==> src/rtl/vga_sync_gen.sv <==
// -----------------------------------------------------------------------------
// vga_sync_gen
//
// Source end of the VGA timing interface. Produces the pixel column/row
// counters consumed by the game logic, the horizontal and vertical sync
// pulses, and the active-area decode. The game's combinational RGB for the
// current counter position is registered, blanked outside the visible area
// and delayed so that sync, blanking and colour leave the block aligned.
//
// Ports
//   i_Clk          in   1   pixel clock
//   i_Rst          in   1   synchronous reset, active high
//   i_En           in   1   count enable; when low, every register holds
//   i_Red_Video    in   4   colour for the current o_Col_Count/o_Row_Count
//   i_Grn_Video    in   4   colour for the current o_Col_Count/o_Row_Count
//   i_Blu_Video    in   4   colour for the current o_Col_Count/o_Row_Count
//   o_Col_Count    out 10   current column, 0..c_TOTAL_COLS-1
//   o_Row_Count    out 10   current row, 0..c_TOTAL_ROWS-1
//   o_Active       out  1   counters are inside the visible area
//   o_Frame_Start  out  1   one-clock pulse when the counters sit at (0,0)
//   o_Frame_Count  out  8   frame counter, wraps 255 -> 0
//   o_HSync        out  1   horizontal sync to pin, active low
//   o_VSync        out  1   vertical sync to pin, active low
//   o_Red_Video    out  4   blanked, aligned colour to pin
//   o_Grn_Video    out  4   blanked, aligned colour to pin
//   o_Blu_Video    out  4   blanked, aligned colour to pin
//
// Pin outputs (sync and colour) lag the counters by 1 + c_VIDEO_DELAY clocks.
// -----------------------------------------------------------------------------
module vga_sync_gen #(
    parameter int c_TOTAL_COLS  = 800,
    parameter int c_TOTAL_ROWS  = 525,
    parameter int c_ACTIVE_COLS = 640,
    parameter int c_ACTIVE_ROWS = 480,
    parameter int c_H_FRONT     = 16,
    parameter int c_H_SYNC      = 96,
    parameter int c_V_FRONT     = 10,
    parameter int c_V_SYNC      = 2,
    parameter int c_VIDEO_DELAY = 1
) (
    input  logic       i_Clk,
    input  logic       i_Rst,
    input  logic       i_En,
    input  logic [3:0] i_Red_Video,
    input  logic [3:0] i_Grn_Video,
    input  logic [3:0] i_Blu_Video,
    output logic [9:0] o_Col_Count,
    output logic [9:0] o_Row_Count,
    output logic       o_Active,
    output logic       o_Frame_Start,
    output logic [7:0] o_Frame_Count,
    output logic       o_HSync,
    output logic       o_VSync,
    output logic [3:0] o_Red_Video,
    output logic [3:0] o_Grn_Video,
    output logic [3:0] o_Blu_Video
);

    // -------------------------------------------------------------------------
    // Elaboration-time sanity checks on the timing parameters. Each phase must
    // be at least one clock/line long so the phase FSMs visit every state, and
    // the back porch must be non-empty.
    // -------------------------------------------------------------------------
    if (c_TOTAL_COLS > 1024 || c_TOTAL_ROWS > 1024) begin : g_err_size
        $error("vga_sync_gen: frame dimensions exceed the 10-bit counters");
    end
    if (c_ACTIVE_COLS + c_H_FRONT + c_H_SYNC >= c_TOTAL_COLS) begin : g_err_h
        $error("vga_sync_gen: horizontal active+front+sync must be < total");
    end
    if (c_ACTIVE_ROWS + c_V_FRONT + c_V_SYNC >= c_TOTAL_ROWS) begin : g_err_v
        $error("vga_sync_gen: vertical active+front+sync must be < total");
    end
    if (c_ACTIVE_COLS < 1 || c_H_FRONT < 1 || c_H_SYNC < 1) begin : g_err_hmin
        $error("vga_sync_gen: horizontal phases must be at least one clock");
    end
    if (c_ACTIVE_ROWS < 1 || c_V_FRONT < 1 || c_V_SYNC < 1) begin : g_err_vmin
        $error("vga_sync_gen: vertical phases must be at least one line");
    end
    if (c_VIDEO_DELAY < 0 || c_VIDEO_DELAY > 3) begin : g_err_delay
        $error("vga_sync_gen: c_VIDEO_DELAY must be within 0..3");
    end

    // Phase boundaries as 10-bit constants: the first column/row of each phase.
    localparam logic [9:0] c_H_FRONT_START = 10'(c_ACTIVE_COLS);
    localparam logic [9:0] c_H_SYNC_START  = 10'(c_ACTIVE_COLS + c_H_FRONT);
    localparam logic [9:0] c_H_BACK_START  = 10'(c_ACTIVE_COLS + c_H_FRONT + c_H_SYNC);
    localparam logic [9:0] c_H_LAST        = 10'(c_TOTAL_COLS - 1);
    localparam logic [9:0] c_V_FRONT_START = 10'(c_ACTIVE_ROWS);
    localparam logic [9:0] c_V_SYNC_START  = 10'(c_ACTIVE_ROWS + c_V_FRONT);
    localparam logic [9:0] c_V_BACK_START  = 10'(c_ACTIVE_ROWS + c_V_FRONT + c_V_SYNC);
    localparam logic [9:0] c_V_LAST        = 10'(c_TOTAL_ROWS - 1);

    // Phase of a line (or of a frame, for the vertical FSM).
    typedef enum logic [1:0] {
        ST_ACTIVE = 2'd0,
        ST_FRONT  = 2'd1,
        ST_SYNC   = 2'd2,
        ST_BACK   = 2'd3
    } phase_t;

    logic [9:0] col_r;
    logic [9:0] row_r;
    logic [7:0] frame_cnt_r;
    phase_t     h_state_r;
    phase_t     v_state_r;

    logic [9:0] col_next_s;
    logic [9:0] row_next_s;
    logic       line_end_s;
    logic       frame_end_s;
    logic       active_s;
    logic       hsync_raw_s;
    logic       vsync_raw_s;
    logic       frame_start_s;

    // Stage 0 is the first register after the counters; stages
    // 1..c_VIDEO_DELAY are the extra alignment delay.
    logic       hsync_pipe_r [0:c_VIDEO_DELAY];
    logic       vsync_pipe_r [0:c_VIDEO_DELAY];
    logic [3:0] red_pipe_r   [0:c_VIDEO_DELAY];
    logic [3:0] grn_pipe_r   [0:c_VIDEO_DELAY];
    logic [3:0] blu_pipe_r   [0:c_VIDEO_DELAY];

    // Next counter values and line/frame wrap decode.
    always_comb begin
        line_end_s  = (col_r == c_H_LAST);
        frame_end_s = line_end_s && (row_r == c_V_LAST);
        if (line_end_s) begin
            col_next_s = 10'd0;
        end else begin
            col_next_s = col_r + 10'd1;
        end
        if (frame_end_s) begin
            row_next_s = 10'd0;
        end else if (line_end_s) begin
            row_next_s = row_r + 10'd1;
        end else begin
            row_next_s = row_r;
        end
    end

    // Column/row counters and frame counter.
    always_ff @(posedge i_Clk) begin
        if (i_Rst) begin
            col_r       <= 10'd0;
            row_r       <= 10'd0;
            frame_cnt_r <= 8'd0;
        end else if (i_En) begin
            col_r <= col_next_s;
            row_r <= row_next_s;
            if (frame_end_s) begin
                frame_cnt_r <= frame_cnt_r + 8'd1;
            end
        end
    end

    // Horizontal phase FSM. Transitions look at the next column so the state
    // register always describes the column currently held in col_r.
    always_ff @(posedge i_Clk) begin
        if (i_Rst) begin
            h_state_r <= ST_ACTIVE;
        end else if (i_En) begin
            case (h_state_r)
                ST_ACTIVE: if (col_next_s == c_H_FRONT_START) h_state_r <= ST_FRONT;
                ST_FRONT:  if (col_next_s == c_H_SYNC_START)  h_state_r <= ST_SYNC;
                ST_SYNC:   if (col_next_s == c_H_BACK_START)  h_state_r <= ST_BACK;
                ST_BACK:   if (col_next_s == 10'd0)           h_state_r <= ST_ACTIVE;
                default:   h_state_r <= ST_ACTIVE;
            endcase
        end
    end

    // Vertical phase FSM, stepped only on the clock that wraps a line.
    always_ff @(posedge i_Clk) begin
        if (i_Rst) begin
            v_state_r <= ST_ACTIVE;
        end else if (i_En && line_end_s) begin
            case (v_state_r)
                ST_ACTIVE: if (row_next_s == c_V_FRONT_START) v_state_r <= ST_FRONT;
                ST_FRONT:  if (row_next_s == c_V_SYNC_START)  v_state_r <= ST_SYNC;
                ST_SYNC:   if (row_next_s == c_V_BACK_START)  v_state_r <= ST_BACK;
                ST_BACK:   if (row_next_s == 10'd0)           v_state_r <= ST_ACTIVE;
                default:   v_state_r <= ST_ACTIVE;
            endcase
        end
    end

    // Decodes aligned with the counter registers. The frame-start pulse is
    // suppressed while reset is held, so the first pulse appears on the clock
    // reset is released, with the counters parked at (0,0).
    always_comb begin
        active_s      = (col_r < c_H_FRONT_START) && (row_r < c_V_FRONT_START);
        hsync_raw_s   = (h_state_r != ST_SYNC);
        vsync_raw_s   = (v_state_r != ST_SYNC);
        frame_start_s = (col_r == 10'd0) && (row_r == 10'd0) && !i_Rst;
    end

    // Output pipeline. Blanking is folded into the stage-0 colour register, so
    // the zeroed colour itself carries the blank through the delay stages and
    // stays aligned with the delayed sync.
    always_ff @(posedge i_Clk) begin
        if (i_Rst) begin
            for (int i = 0; i <= c_VIDEO_DELAY; i++) begin
                hsync_pipe_r[i] <= 1'b1;
                vsync_pipe_r[i] <= 1'b1;
                red_pipe_r[i]   <= 4'h0;
                grn_pipe_r[i]   <= 4'h0;
                blu_pipe_r[i]   <= 4'h0;
            end
        end else if (i_En) begin
            hsync_pipe_r[0] <= hsync_raw_s;
            vsync_pipe_r[0] <= vsync_raw_s;
            red_pipe_r[0]   <= active_s ? i_Red_Video : 4'h0;
            grn_pipe_r[0]   <= active_s ? i_Grn_Video : 4'h0;
            blu_pipe_r[0]   <= active_s ? i_Blu_Video : 4'h0;
            for (int i = 1; i <= c_VIDEO_DELAY; i++) begin
                hsync_pipe_r[i] <= hsync_pipe_r[i-1];
                vsync_pipe_r[i] <= vsync_pipe_r[i-1];
                red_pipe_r[i]   <= red_pipe_r[i-1];
                grn_pipe_r[i]   <= grn_pipe_r[i-1];
                blu_pipe_r[i]   <= blu_pipe_r[i-1];
            end
        end
    end

    assign o_Col_Count   = col_r;
    assign o_Row_Count   = row_r;
    assign o_Frame_Count = frame_cnt_r;
    assign o_Active      = active_s;
    assign o_Frame_Start = frame_start_s;
    assign o_HSync       = hsync_pipe_r[c_VIDEO_DELAY];
    assign o_VSync       = vsync_pipe_r[c_VIDEO_DELAY];
    assign o_Red_Video   = red_pipe_r[c_VIDEO_DELAY];
    assign o_Grn_Video   = grn_pipe_r[c_VIDEO_DELAY];
    assign o_Blu_Video   = blu_pipe_r[c_VIDEO_DELAY];

endmodule

==> config.mk <==
export PLATFORM = sky130hd
export DESIGN_NAME = vga_sync_gen
export DESIGN_NICKNAME = d
export VERILOG_FILES = /design/src/rtl/vga_sync_gen.sv
export SDC_FILE = /design/constraint.sdc
export NUM_CORES = 1
export LEC_CHECK = 0
export BUFFER_PORTS_ARGS = -buffer_cell sky130_fd_sc_hd__buf_2
export CAP_MARGIN = 30
export CORE_MARGIN = 5
export CORE_UTILIZATION = 60
export CTS_BUF_LIST = sky130_fd_sc_hd__clkbuf_4 sky130_fd_sc_hd__clkbuf_8 sky130_fd_sc_hd__clkbuf_16
export CTS_CLUSTER_SIZE = 25
export DETAILED_ROUTE_END_ITERATION = 12
export HOLD_SLACK_MARGIN = 0.06
export PLACE_DENSITY = 0.84
export SYNTH_ARGS = -nofsm -noshare
export SYNTH_HDL_FRONTEND = slang
export SYNTH_SLANG_ARGS = --single-unit
==> constraint.sdc <==
create_clock -name i_Clk -period 7.28 [get_ports i_Clk]
set_clock_uncertainty 0.2 [all_clocks]
set_input_delay 1.092 -clock i_Clk [delete_from_list [all_inputs] [get_ports i_Clk]]
set_output_delay 1.092 -clock i_Clk [all_outputs]
set_load 0.05 [all_outputs]
==> results.toml, run 1 <==
[run_status]
status = "finished, final reports clean"

[worst_setup_path]
crit_chain = "buf_2 -> nor4b_1 -> nand2_1 -> nor4_1 -> buf_2"
cp.required_ns = 5.99
path_depth = 5
crit_family = "simple AND/OR/NAND/NOR gates"
r2r_slack_ns = 4.09
end_kind = "primary output"
worstPathMaxFanout = 37
path_buf_inv = 2
r2r_cells = 8
startpoint_type = "input pin"
slowest_stage = "nor4b_1"
critPathMaxStageDelay_ns = 0.38
cp_common_cell = "buf_2"
critPathLaunch = "i_Rst"
reg2reg_from = "o_Col_Count[0]"
arrival_ns = 2.42
regToRegEndpoint = "v_state_r[0]"
path_class = "input pin to primary output"

[final_layout]
final_common_cell = "buf_2"
fillers = 457
diodes = 0
syn_to_final_growth_pct = 9.879
regArea_sq_um = 1481
drive_gt1_share_pct = 21.65
utilization_pct = 66.76
stdcell_count = 486
multi_input_area_sq_um = 1747
nets = 436
final_cell_mix = "58 x buf_2, 32 x dfxtp_1, 28 x nor2_1, 28 x edfxtp_1, 21 x nand2_1"

[pwr]
combPwrFrac_pct = 9.0
clock_power_share_pct = 38.0
p_sw_mw = 0.1923
p_per_area_nw_per_um2 = 180.1
finalPower_mw = 0.6992
power_leakage_nw = 1.582
p_int_mw = 0.5070
ir_worst_vdd_uv = 125.3
power_switching_share_pct = 27.49
p_seq_share_pct = 53.0

[cts]
path_clk_slew_ns = 0.07
ctsHoldBuffers = 0
cts_max_path_buffers = 2
cts_resized = 0
cts_tree = "built"
clkLatencyLatePin_ns = 0.34
cts_setup_buffers = 0
cts.sinks = 60
htreeDepth = 3
cts_buffers = 9
clockRootBuffer = "clkbuf_8"

[sta]
fmax_mhz = 269.2
fin_crit_sh_pct = 51.02
holdWs_ns = 0.3139
worst_slew_pin_slew_ns = 0.8519
finalMaxSlewViolations = 0
rsz0062_at_grt = "no"
slew_headroom_pct = 43.00
final_hold_viol_count = 0
period_minus_slack_ns = 3.714
totalNegativeSetupSlack_ns = 0
setup_viol = 0

[synth]
synth_area_sq_um = 3533
synthFlopType = "dfxtp_1"
synthCells = 372
ys_ff_latch = 60
ys_warn_count = 0
syn_area_per_cell_sq_um = 9.498
synth_edf_count = 28
yosysUniqueCellTypes = 63
synthArstFlopShare_pct = 0
synth-seq-area-share_pct = 41.93
syn-num-nets = 402

[min_path]
hold_depth = 1
hp-start = "hsync_pipe_r[0][0]"
whs_endpoint = "hsync_pipe_r[0][1]"
holdCritPathClass = "flip-flop to flip-flop"

[routing]
drtPass1Iterations = 5
viasPerCell = 5.877
via_count = 2856
drt_iter0_drc = 210
wire_per_inst_um = 15.85
ant_nets = 0
drc = 0
wl_mm = 7.704

[grt]
grt_antenna_before_repair = 0
grt_overflow = 0
grt_pass1_vias = 2694
track_usage_pct = 21.50
grt_pass1_wl_mm = 12.79
grt_max_degree = 38

[placement]
placed_cells = 469
hpwl_mm = 5.489
place_congestion = 0.9606
port_buffers = 58

[floorplan]
dieArea_sq_um = 7524
row_count = 28
start_util_pct = 60.76
fp.dieH_um = 86.74
core_area_sq_um = 5816
die_w_um = 86.74
ioPinCount = 59

[run]
maxCapViolations = 0
synth_stat cells, types with 3 or more instances:
library cell | number | share of area, %
dfxtp_1 | 32 | 18
edfxtp_1 | 28 | 24
nor2_1 | 28 | 3.0
nand2_1 | 21 | 2.2
and3_1 | 16 | 2.8
inv_1 | 16 | 1.7
xor2_1 | 16 | 4.0
ha_1 | 15 | 5.3
nand3_1 | 15 | 2.1
a21oi_1 | 14 | 2.0
buf_4 | 14 | 3.0
nand4_1 | 13 | 2.3
and2_1 | 12 | 2.1
o21ai_0 | 12 | 1.7
clkbuf_1 | 10 | 1.1
nor3_1 | 9 | 1.3
nand2b_1 | 8 | 1.4
buf_2 | 6 | 0.85
buf_6 | 6 | 1.9
mux2i_1 | 6 | 1.7
xnor2_1 | 6 | 1.5
nor4_1 | 4 | 0.71
o31ai_1 | 4 | 0.85
or3_1 | 4 | 0.71
a211oi_1 | 3 | 0.64
a311oi_1 | 3 | 0.74
nand3b_1 | 3 | 0.64
or2_2 | 3 | 0.53
cell families after synthesis:
family,after synthesis,share of synthesized area (%)
DFF,60,41.93
and+or+nand+nor,155,25.04
buffers and inverters,53,8.640
adders and majority gates,15,5.312
xor gates and xnor gates,22,5.453
muxes,6,1.700
AOI/OAI and AO/OA,61,11.93
power groups by stage:
stage	Sequential, mW	Combinational [mW]	Clock [mW]
6_report	0.370	0.0629	0.266
3_5_place_dp	0.378	0.0614	0
2_1_floorplan	0.383	0.0475	0
3_3_place_gp	0.377	0.0599	0
4_1_cts	0.370	0.0614	0.269
5_1_grt	0.371	0.0673	0.288
worst max path at each step:
| stage | endpoint | slack [ns] |
|---|---|---|
| 2_1_floorplan | o_Frame_Start | 2.98 |
| 3_3_place_gp | o_Frame_Start | 3.67 |
| 3_5_place_dp | o_Frame_Start | 3.56 |
| 4_1_cts | o_Frame_Start | 3.56 |
| 5_1_grt | o_Frame_Start | 3.46 |
| 6_report | o_Frame_Start | 3.57 |
stage by stage:
| stage | worst slack, ns | instance area (sq um) |
|---|---|---|
| 2_1_floorplan | 2.984 | 3533 |
| 3_3_place_gp | 3.674 | 3680 |
| 3_5_place_dp | 3.559 | 3680 |
| 4_1_cts | 3.563 | 3855 |
| 5_1_grt | 3.456 | 3882 |
| 6_report | 3.566 | 3882 |
layer usage:
| layer | up-vias | part of all wire [%] | global-route usage (%) |
|---|---|---|---|
| met5 | - | 0 | 0 |
| met4 | 0 | 1.8 | 6.799 |
| met3 | 20 | 8.5 | 5.798 |
| met2 | 136 | 49 | 35.40 |
| met1 | 1304 | 41 | 27.55 |
| li1 | 1396 | - | - |
state kept, by name, summed over array words and instances, names as in the netlist:
name	flops
h_state_r	2
o_Row_Count	10
hsync_pipe_r	2
o_Col_Count	10
vsync_pipe_r	2
v_state_r	2
o_Frame_Count	8
blu_pipe_r	8
red_pipe_r	8
grn_pipe_r	8
final cells by class:
| class | instances | area share, % |
|---|---|---|
| sequential | 60 | 38.16 |
| multi-input combinational | 259 | 44.99 |
| timing repair buffer | 60 | 8.379 |
| inverter | 16 | 1.547 |
| clock buffer | 9 | 3.190 |
| tap | 75 | 2.417 |
| clock inverter | 7 | 1.321 |
Power figures use the tool's default switching activity.
==> run 2: changes to the inputs <==
--- a/config.mk
+++ b/config.mk
@@ -8,12 +8,12 @@
 export BUFFER_PORTS_ARGS = -buffer_cell sky130_fd_sc_hd__buf_2
 export CAP_MARGIN = 30
 export CORE_MARGIN = 5
-export CORE_UTILIZATION = 60
+export CORE_UTILIZATION = 57
 export CTS_BUF_LIST = sky130_fd_sc_hd__clkbuf_4 sky130_fd_sc_hd__clkbuf_8 sky130_fd_sc_hd__clkbuf_16
 export CTS_CLUSTER_SIZE = 25
 export DETAILED_ROUTE_END_ITERATION = 12
 export HOLD_SLACK_MARGIN = 0.06
-export PLACE_DENSITY = 0.84
+export PLACE_DENSITY = 0.81
 export SYNTH_ARGS = -nofsm -noshare
 export SYNTH_HDL_FRONTEND = slang
 export SYNTH_SLANG_ARGS = --single-unit
==> constraint.sdc (replaced) <==
create_clock -name i_Clk -period 3.65 [get_ports i_Clk]
set_clock_uncertainty 0.2 [all_clocks]
set_input_delay 0.5475 -clock i_Clk [delete_from_list [all_inputs] [get_ports i_Clk]]
set_output_delay 0.5475 -clock i_Clk [all_outputs]
set_load 0.05 [all_outputs]
==> results.toml, run 2 (synthesized netlist as in run 1, its figures left out) <==
[worst_setup_path]
end_kind = "flip-flop"
path_class = "flip-flop to flip-flop"
cp.required_ns = 3.72
arrival_ns = 3.11
worstPathMaxFanout = 16
startpoint_type = "flip-flop"

[sta]
finalMaxSlewViolations = 0
slew_headroom_pct = 54.45
totalNegativeSetupSlack_ns = 0
final_hold_viol_count = 0
fin_crit_sh_pct = 83.39
period_minus_slack_ns = 3.044
worst_slew_pin_slew_ns = 0.6808
rsz0062_at_grt = "no"
fmax_mhz = 328.5
setup_viol = 0

[final_layout]
final_common_cell = "buf_2"
drive_gt1_share_pct = 22.22
diodes = 0
syn_to_final_growth_pct = 11.30
final_cell_mix = "58 x buf_2, 32 x dfxtp_1, 28 x nor2_1, 28 x edfxtp_1, 21 x nand2_1"
design_area_sq_um = 3933
nets = 439

[grt]
grt_antenna_before_repair = 0
grt_pass1_vias = 2663
grt_overflow = 0
grt_max_degree = 38
grt_pass1_wl_mm = 12.75
track_usage_pct = 21.00

[floorplan]
fp.dieH_um = 88.74
core_area_sq_um = 5991
start_util_pct = 58.98
row_count = 28
ioPinCount = 59
die_w_um = 88.74
dieArea_sq_um = 7874

[cts]
htreeDepth = 3
path_clk_slew_ns = 0.07
cts_tree = "built"
clkLatencyLatePin_ns = 0.34
cts_setup_buffers = 0
ctsHoldBuffers = 0
cts.sinks = 60
cts_max_path_buffers = 2
cts_resized = 0
cts_buffers = 9
clockRootBuffer = "clkbuf_8"

[pwr]
combPwrFrac_pct = 8.1
p_sw_mw = 0.3762
p_per_area_nw_per_um2 = 387.9
p_int_mw = 1.149
power_leakage_nw = 1.612
clock_power_share_pct = 43.5
p_seq_share_pct = 48.4
ir_worst_vdd_uv = 266.8
power_switching_share_pct = 24.66

[routing]
drc = 0
drtPass1Iterations = 5
ant_nets = 0
wl_met3_um = 550
wl_mm = 7.811
route.met2.wl_mm = 3.782
wire_per_inst_um = 15.97
routed.top_layer = "met4"
drt_iter0_drc = 239
viasPerCell = 5.906
wl_met1_mm = 3.319
via_count = 2888

[run]
maxCapViolations = 0

[placement]
place_congestion = 0.9258
hpwl_mm = 5.551
dpl-instance-area_sq_um = 3710
port_buffers = 58

[min_path]
holdCritPathClass = "input pin to flip-flop"

[run_status]
status = "finished, final reports clean"
run 2: path summary, 6_finish.rpt:
check	cells past startpoint	to	startpoint	slack [ns]
max	8	v_state_r[0]	o_Col_Count[0]	0.61
min reg2reg	1	grn_pipe_r[0][6]	grn_pipe_r[0][2]	0.31
min	2	red_pipe_r[0][3]	i_Red_Video[3]	0.31
max reg2reg	8	v_state_r[0]	o_Col_Count[0]	0.61
run 2: final cells by class:
cell class / instances / area [sq um]
clock buffer: 9 / 123.9
clock inverter: 7 / 98.84
fill: 463 / 2058
inverter: 16 / 60.06
multi-input combinational: 259 / 1747
sequential: 60 / 1481
tap: 75 / 93.84
timing repair buffer: 63 / 327.8
run 2: stage by stage:
| stage | hold slack [ns] | util (%) | total power [mW] | worst slack, ns | cells |
|---|---|---|---|---|---|
| floorplan | 0.2773 | - | 0.8584 | 0.03129 | 372 |
| global placement | 0.2796 | 61.93 | 0.8734 | 0.7498 | 473 |
| detailed placement | 0.3029 | 61.93 | 0.8776 | 0.6579 | 473 |
| CTS | 0.2993 | 65.64 | 1.539 | 0.6462 | 489 |
| global route | 0.2974 | 65.64 | 1.586 | 0.3947 | 489 |
| finish | 0.3068 | 65.64 | 1.526 | 0.6062 | 489 |
run 2: routing by layer:
metal,track usage (%),up-vias
li1,-,1401
met1,27.09,1356
met2,33.94,117
met3,4.097,14
met4,9.753,0
met5,0,-
run 2: critical path, stage by stage, from the launching register on:
cell and delay [ns]:
dfxtp_1 0.42, ha_1 0.26, nand4_1 0.28, nor3_4 0.60, o21ai_0 0.18, a222oi_1 0.38
and4b_1 0.24, o2111a_2 0.22, mux2i_1 0.19
run 2: power groups by stage:
| stage | clock network (mW) | registers, mW | logic (mW) |
|---|---|---|---|
| 2_1_floorplan | 0 | 0.764 | 0.0946 |
| 4_1_cts | 0.676 | 0.738 | 0.124 |
| 5_1_grt | 0.714 | 0.740 | 0.132 |
| 3_5_place_dp | 0 | 0.754 | 0.124 |
| 6_report | 0.664 | 0.738 | 0.123 |
| 3_3_place_gp | 0 | 0.751 | 0.122 |
